`config.mk`:
```
export PLATFORM = sky130hd
export DESIGN_NAME = midi_rx_parser
export DESIGN_NICKNAME = d
export VERILOG_FILES = /design/src/rtl/midi_rx_parser.sv
export SDC_FILE = /design/constraint.sdc
export NUM_CORES = 1
export LEC_CHECK = 0
export BUFFER_PORTS_ARGS = -buffer_cell sky130_fd_sc_hd__buf_4
export CELL_PAD_IN_SITES_DETAIL_PLACEMENT = 1
export CELL_PAD_IN_SITES_GLOBAL_PLACEMENT = 1
export CORE_ASPECT_RATIO = 1.4
export CORE_MARGIN = 1.5
export CORE_UTILIZATION = 53
export CTS_BUF_LIST = sky130_fd_sc_hd__clkbuf_16
export DETAILED_ROUTE_END_ITERATION = 16
export GPL_TIMING_DRIVEN = 0
export PLACE_DENSITY_LB_ADDON = 0.05
export SKIP_CTS_REPAIR_TIMING = 1
export SYNTH_ARGS = -nofsm -noshare
export SYNTH_HDL_FRONTEND = slang
export SYNTH_SLANG_ARGS = --single-unit
```
`constraint.sdc`:
```
create_clock -name clock -period 3.65 [get_ports clock]
set_input_delay 0.5475 -clock clock [delete_from_list [all_inputs] [get_ports clock]]
set_output_delay 0.5475 -clock clock [all_outputs]
set_load 0.01 [all_outputs]
```
`src/rtl/midi_rx_parser.sv`:
```
// midi_rx_parser: MIDI 8N1 receiver with running-status message assembly and
// a first-word-fall-through message FIFO.
//   clock, clr       system clock (posedge) and asynchronous active-high reset
//   midi_data        raw MIDI line, idle high, asynchronous to clock
//   msg_bytes        FIFO head {status,data1,data2}, zero when the FIFO is empty
//   msg_valid        FIFO non-empty
//   msg_ready        consumer accepts the head when msg_valid is also high
//   busy_reading     a byte frame is in progress (start detect to stop sample)
//   framing_error    one-cycle pulse when the stop bit is sampled low
//   overflow         one-cycle pulse when a complete message was dropped
//   fifo_count       number of messages held
module midi_rx_parser #(
  parameter int unsigned CLKS_PER_BIT = 1600,
  parameter int unsigned SYNC_STAGES  = 2,
  parameter int unsigned DEPTH        = 8
) (
  input  logic                     clock,
  input  logic                     clr,
  input  logic                     midi_data,
  output logic [23:0]              msg_bytes,
  output logic                     msg_valid,
  input  logic                     msg_ready,
  output logic                     busy_reading,
  output logic                     framing_error,
  output logic                     overflow,
  output logic [$clog2(DEPTH):0]   fifo_count
);

  localparam int unsigned CNT_W  = $clog2(CLKS_PER_BIT);
  localparam int unsigned PTR_W  = $clog2(DEPTH);
  localparam int unsigned FCNT_W = PTR_W + 1;
  localparam logic [CNT_W-1:0] HALF_LAST = CNT_W'(CLKS_PER_BIT / 2 - 1);
  localparam logic [CNT_W-1:0] FULL_LAST = CNT_W'(CLKS_PER_BIT - 1);

  typedef enum logic [2:0] {
    S_IDLE, S_START, S_DATA, S_STOP, S_WAIT_HIGH
  } state_t;

  // Input synchroniser; resets to the idle-high line level.
  logic [SYNC_STAGES-1:0] sync_q;
  logic                   rx;

  always_ff @(posedge clock or posedge clr) begin
    if (clr) sync_q <= '1;
    else     sync_q <= {sync_q[SYNC_STAGES-2:0], midi_data};
  end

  assign rx = sync_q[SYNC_STAGES-1];

  // Bit-level framing FSM.
  state_t           state_q, state_d;
  logic [CNT_W-1:0] cnt_q, cnt_d;
  logic [2:0]       bit_q, bit_d;
  logic [7:0]       shift_q, shift_d;
  logic             busy_d, fe_d, strobe_d, strobe_q;

  always_ff @(posedge clock or posedge clr) begin
    if (clr) begin
      state_q       <= S_IDLE;
      cnt_q         <= '0;
      bit_q         <= '0;
      shift_q       <= '0;
      busy_reading  <= 1'b0;
      framing_error <= 1'b0;
      strobe_q      <= 1'b0;
    end else begin
      state_q       <= state_d;
      cnt_q         <= cnt_d;
      bit_q         <= bit_d;
      shift_q       <= shift_d;
      busy_reading  <= busy_d;
      framing_error <= fe_d;
      strobe_q      <= strobe_d;
    end
  end

  always_comb begin
    state_d  = state_q;
    cnt_d    = cnt_q + CNT_W'(1);
    bit_d    = bit_q;
    shift_d  = shift_q;
    fe_d     = 1'b0;
    strobe_d = 1'b0;
    case (state_q)
      S_IDLE: begin
        cnt_d = '0;
        if (!rx) state_d = S_START;
      end
      S_START: begin
        // Mid-start-bit sample; a high line here is treated as a glitch.
        if (cnt_q == HALF_LAST) begin
          cnt_d   = '0;
          bit_d   = '0;
          state_d = rx ? S_IDLE : S_DATA;
        end
      end
      S_DATA: begin
        if (cnt_q == FULL_LAST) begin
          cnt_d   = '0;
          shift_d = {rx, shift_q[7:1]};
          bit_d   = bit_q + 3'd1;
          if (bit_q == 3'd7) state_d = S_STOP;
        end
      end
      S_STOP: begin
        if (cnt_q == FULL_LAST) begin
          cnt_d = '0;
          if (rx) begin
            strobe_d = 1'b1;
            state_d  = S_IDLE;
          end else begin
            fe_d    = 1'b1;
            state_d = S_WAIT_HIGH;
          end
        end
      end
      S_WAIT_HIGH: begin
        cnt_d = '0;
        if (rx) state_d = S_IDLE;
      end
      default: state_d = S_IDLE;
    endcase
    busy_d = (state_d != S_IDLE);
  end

  // Running-status message assembler; shift_q holds the byte while strobe_q is high.
  logic [7:0]  rs_q, d1_q;
  logic        rs_valid_q, one_q, idx_q, push_q;
  logic [23:0] push_data_q;
  logic        is_rt, is_sys, is_one;

  assign is_rt  = (shift_q[7:3] == 5'b11111);
  assign is_sys = (shift_q[7:4] == 4'hF) && !is_rt;
  assign is_one = (shift_q[7:5] == 3'b110);

  always_ff @(posedge clock or posedge clr) begin
    if (clr) begin
      rs_q        <= '0;
      d1_q        <= '0;
      rs_valid_q  <= 1'b0;
      one_q       <= 1'b0;
      idx_q       <= 1'b0;
      push_q      <= 1'b0;
      push_data_q <= '0;
    end else begin
      push_q <= 1'b0;
      if (strobe_q) begin
        if (is_rt) begin
          push_q      <= 1'b1;
          push_data_q <= {shift_q, 16'h0000};
        end else if (is_sys) begin
          rs_valid_q <= 1'b0;
          idx_q      <= 1'b0;
        end else if (shift_q[7]) begin
          rs_q       <= shift_q;
          rs_valid_q <= 1'b1;
          one_q      <= is_one;
          idx_q      <= 1'b0;
        end else if (rs_valid_q) begin
          if (one_q) begin
            push_q      <= 1'b1;
            push_data_q <= {rs_q, shift_q, 8'h00};
          end else if (!idx_q) begin
            d1_q  <= shift_q;
            idx_q <= 1'b1;
          end else begin
            push_q      <= 1'b1;
            push_data_q <= {rs_q, d1_q, shift_q};
            idx_q       <= 1'b0;
          end
        end
      end else if (framing_error) begin
        idx_q <= 1'b0;
      end
    end
  end

  // Message FIFO; a push into a full FIFO still succeeds when the head pops that cycle.
  logic [23:0]       mem [DEPTH];
  logic [PTR_W-1:0]  wr_q, rd_q;
  logic              full, pop, wr_en;

  assign full  = (fifo_count == FCNT_W'(DEPTH));
  assign pop   = msg_ready && msg_valid;
  assign wr_en = push_q && (!full || pop);

  always_ff @(posedge clock) begin
    if (wr_en) mem[wr_q] <= push_data_q;
  end

  always_ff @(posedge clock or posedge clr) begin
    if (clr) begin
      wr_q       <= '0;
      rd_q       <= '0;
      fifo_count <= '0;
      overflow   <= 1'b0;
    end else begin
      overflow <= push_q && full && !pop;
      if (wr_en) wr_q <= wr_q + PTR_W'(1);
      if (pop)   rd_q <= rd_q + PTR_W'(1);
      if (wr_en && !pop)      fifo_count <= fifo_count + FCNT_W'(1);
      else if (pop && !wr_en) fifo_count <= fifo_count - FCNT_W'(1);
    end
  end

  assign msg_valid = (fifo_count != '0);
  assign msg_bytes = msg_valid ? mem[rd_q] : 24'h0;

endmodule

```
==> results.md <==
- The flow ran to the end, and the final reports show no timing, DRC or antenna violations.
- Synthesis produced a netlist whose cell count is 623.
- Setup repair after global routing left no endpoint under its margin.
- The number of failing hold endpoints at the final stage is 0.
- The number of antenna violations at the first check in global routing is 0.
- The core region is 19400 sq um.
- Buffers inserted during clock tree synthesis total 25.
- In this run the power density over the cells is 636 nW/um^2.
- The required time at the worst-slack endpoint is 3.10 ns.
- The net count of the finished layout is 707.
- From left edge to right edge, the die measures 122 um.
- The smallest clock period supported by the final layout is computed as 3.50 ns.
- The fraction of final layout cells with drive strength greater than 1 is 26.6%.
- For this run the aggregate overflow at the end of global routing stands at 0.
- The worst-case setup slack after placement is 0.329 ns.
- The share of flip-flops with an asynchronous set or reset after synthesis is 31.8%.
- The iteration count of the initial detailed-routing pass is 4.
- The initialized floorplan defines 60 standard-cell rows.
- At the end of the flow the core is filled with cells to 62.6%.
- Counting flops and latches in the post-synthesis netlist gives 258.
- The first-pass GRT wire length is 37000 um.
- The number of synthesized flops with an enable pin is 176.
- The I/O pin count is 36.
- The TritonCTS clock tree is yes.
- The vias per cell is 5.77.
- At the end of routability-driven placement, the weighted congestion stood at 0.778.
- Global routing used 24.1% of the available tracks across all layers.
- The Yosys step of the flow raised 0 warnings.
- Along the worst path, the maximum fanout reaches 10.
- The tightest min-delay check is of the in2reg type.
- Data arrives at the worst endpoint at 2.95 ns.
- Max-cap violations in this run came to 0.
- The type of the worst setup path is reg2out.
- Derived from the worst setup path, the maximum achievable clock frequency is 286 MHz.
- The count of pins over their slew limit is 0.
- The number of levels the H-tree was split into is 1.
- The DRC violation count after routing is 0.
- The clock transition at the registers of the reported paths is 0.06 ns.
- The post-detailed-placement half-perimeter wirelength is 15300 um.
- The number of setup violations in the final report is 0.
- In this run the worst setup path begins at rd_q[1]$_DFFE_PP0N_.
- The routed length per placed instance is 24.4 um.
- The starting utilization of the core area is 54.3%.
- The worst vdd rail ir drop is 0.000359 V.
- The transition time at the pin with the least slew margin is 1.11 ns.
- The layout overhead on the synthesized area is 15.1%.
- The number of different library cells in the post-synthesis netlist is 55.
- The final cell count without fillers is 959.
- Between clock sinks in the finished design, the worst skew comes to 0.00920 ns.
- The insertion delay of the later-clocked pin in the worst-skew pair is 0.52 ns.
- The total inserted antenna cells is 0.
- Port buffering added 33 buffers.
- For this run, the leading register cell type out of synthesis is edfxtp_1.
- Clock tree synthesis found a total of 258 sinks.
- A synthesized cell averages 16.9 sq um.
- The worst register-to-register path begins at fifo_count[0]$_DFFE_PP0P_.
- The summed instance area of the synthesized netlist is 10500 sq um.
- In this run the remaining antenna-violating nets after routing total 0.
- The cell chosen for the clock root is clkbuf_16.
- The category of the worst setup path launch point is a flip-flop.
- In this run, placement finished with an instance count of 914.
- The violation count after the first detailed-route iteration is 346.
- The final route contains 5530 vias.
- The most common library cell in the layout ignoring fill and taps is edfxtp_1.
- Wires add up to 23400 um.
- The final worst-path cycle share is 95.8%.
- The library cells used most frequently in the layout, excluding fill and tap cells, are edfxtp_1, dfrtp_1, nor2_1.
- Entering global routing, the biggest net connects 75 pins.
- The tightest slew margin relative to the limit is 25.8%.
- The worst path setup slack after routing is 0.154 ns.
- The via count of the first global-routing pass was 6438.
- The floorplan die area is 20700 sq um.
- The static leakage is 4.74 nW.
- Summing the sequential cell areas from Yosys gives 69.7% of the chip area.
- STA classifies the critical path endpoint as an output pin.
- The origin of the worst min-delay path is midi_data.
- From bottom edge to top edge, the die measures 170 um.
- The clock passes through at most 3 buffers.
[layer usage]
layer,up-vias,GRT usage (%),wire length (um)
li1,2477,-,-
met1,2894,27.6,8650
met2,108,46.2,13400
met3,51,2.76,756
met4,0,7.84,652
met5,-,0,0
[stage by stage]
step / hold slack [ns] / TNS (ns) / instance area [sq um] / total power [mW]
after floorplan: 0.345 / 0 / 10500 / 4.53
after global placement: 0.348 / -47.44 / 11100 / 5.16
after detailed placement: 0.347 / 0 / 11300 / 5.24
after CTS: -0.0851 / -0.00137 / 12100 / 7.79
after global routing: 0.123 / 0 / 12100 / 7.98
final: 0.139 / 0 / 12100 / 7.70
[logic make-up (layout without fill, tap and decap cells)]
group | after synthesis | after routing | synth area share (%)
compound gates | 23 | 23 | 1.75
xor+xnor | 16 | 16 | 1.33
fa+ha+maj | 9 | 9 | 1.14
buf+inv | 52 | 139 | 2.22
flops | 258 | 258 | 69.7
mux | 118 | 118 | 16.9
other cells | 1 | 2 | 0.0356
simple gates | 146 | 146 | 6.92
[Yosys cell counts (2+ instances only)]
cell      number  area share, %
nor4_1         2           0.12
nor3_1         3           0.14
nand2b_1       6           0.36
nand4_1        6           0.36
mux2i_1       43            4.1
xnor2_1        9           0.75
edfxtp_1     176             50
and4_1         3           0.25
and3_1         5           0.30
nor3b_1        4           0.29
buf_2          7           0.33
o22a_1         3           0.25
nand2_1       37            1.3
a21oi_1        4           0.19
clkbuf_1      11           0.39
a21o_1         2           0.14
nand3_1        2          0.095
dfrtp_1       80             19
buf_4          6           0.43
buf_1          4           0.14
xor2_1         7           0.58
nor2b_1        7           0.42
dfstp_2        2           0.50
inv_1         23           0.82
ha_1           8           0.95
nor2_1        59            2.1
mux2_2        30            3.2
mux4_2        44            9.4
o21ai_0        4           0.19
[critical path, stage by stage (launching register included)]
cell      delay, ns
dfrtp_1        0.37
clkbuf_1       0.46
clkbuf_1       0.68
mux4_2         0.43
mux2i_1        0.20
nor2_1         0.10
buf_4          0.18
[layout make-up]
type / count / area (sq um)
Sequential cell: 258 / 7340
Timing Repair Buffer: 43 / 448
Inverter: 23 / 88.8
Multi-Input combinational cell: 314 / 3000
Buffer: 29 / 148
Tap cell: 248 / 310
Fill cell: 1754 / 7250
Clock inverter: 19 / 163
Clock buffer: 25 / 626
[sequential cells by signal (all words and copies together), names as in the netlist, 2 cells and up]
name,flops
d1_q,7
state_q,3
fifo_count,4
rd_q,3
shift_q,8
wr_q,3
push_data_q,22
cnt_q,11
sync_q,2
rs_q,8
bit_q,3
mem,176
[final timing paths]
path	to	slack, ns	cells past startpoint
max	msg_bytes[17]	0.15	6
min	sync_q[0]$_DFF_PP1_	0.14	1
max reg2reg	fifo_count[3]$_DFFE_PP0P_	0.57	10
min reg2reg	sync_q[1]$_DFF_PP1_	0.36	0
max in group asynchronous	sync_q[1]$_DFF_PP1_	2.52	4
min in group asynchronous	rd_q[2]$_DFFE_PP0N_	0.49	3
[power breakdown]
part           switching [mW]  internal [mW]  total, mW
Clock                    1.07           1.45       2.52
Sequential             0.0559           3.14       3.20
Combinational           0.977           1.01       1.99
Note: power is estimated with default switching activity, not from simulation.
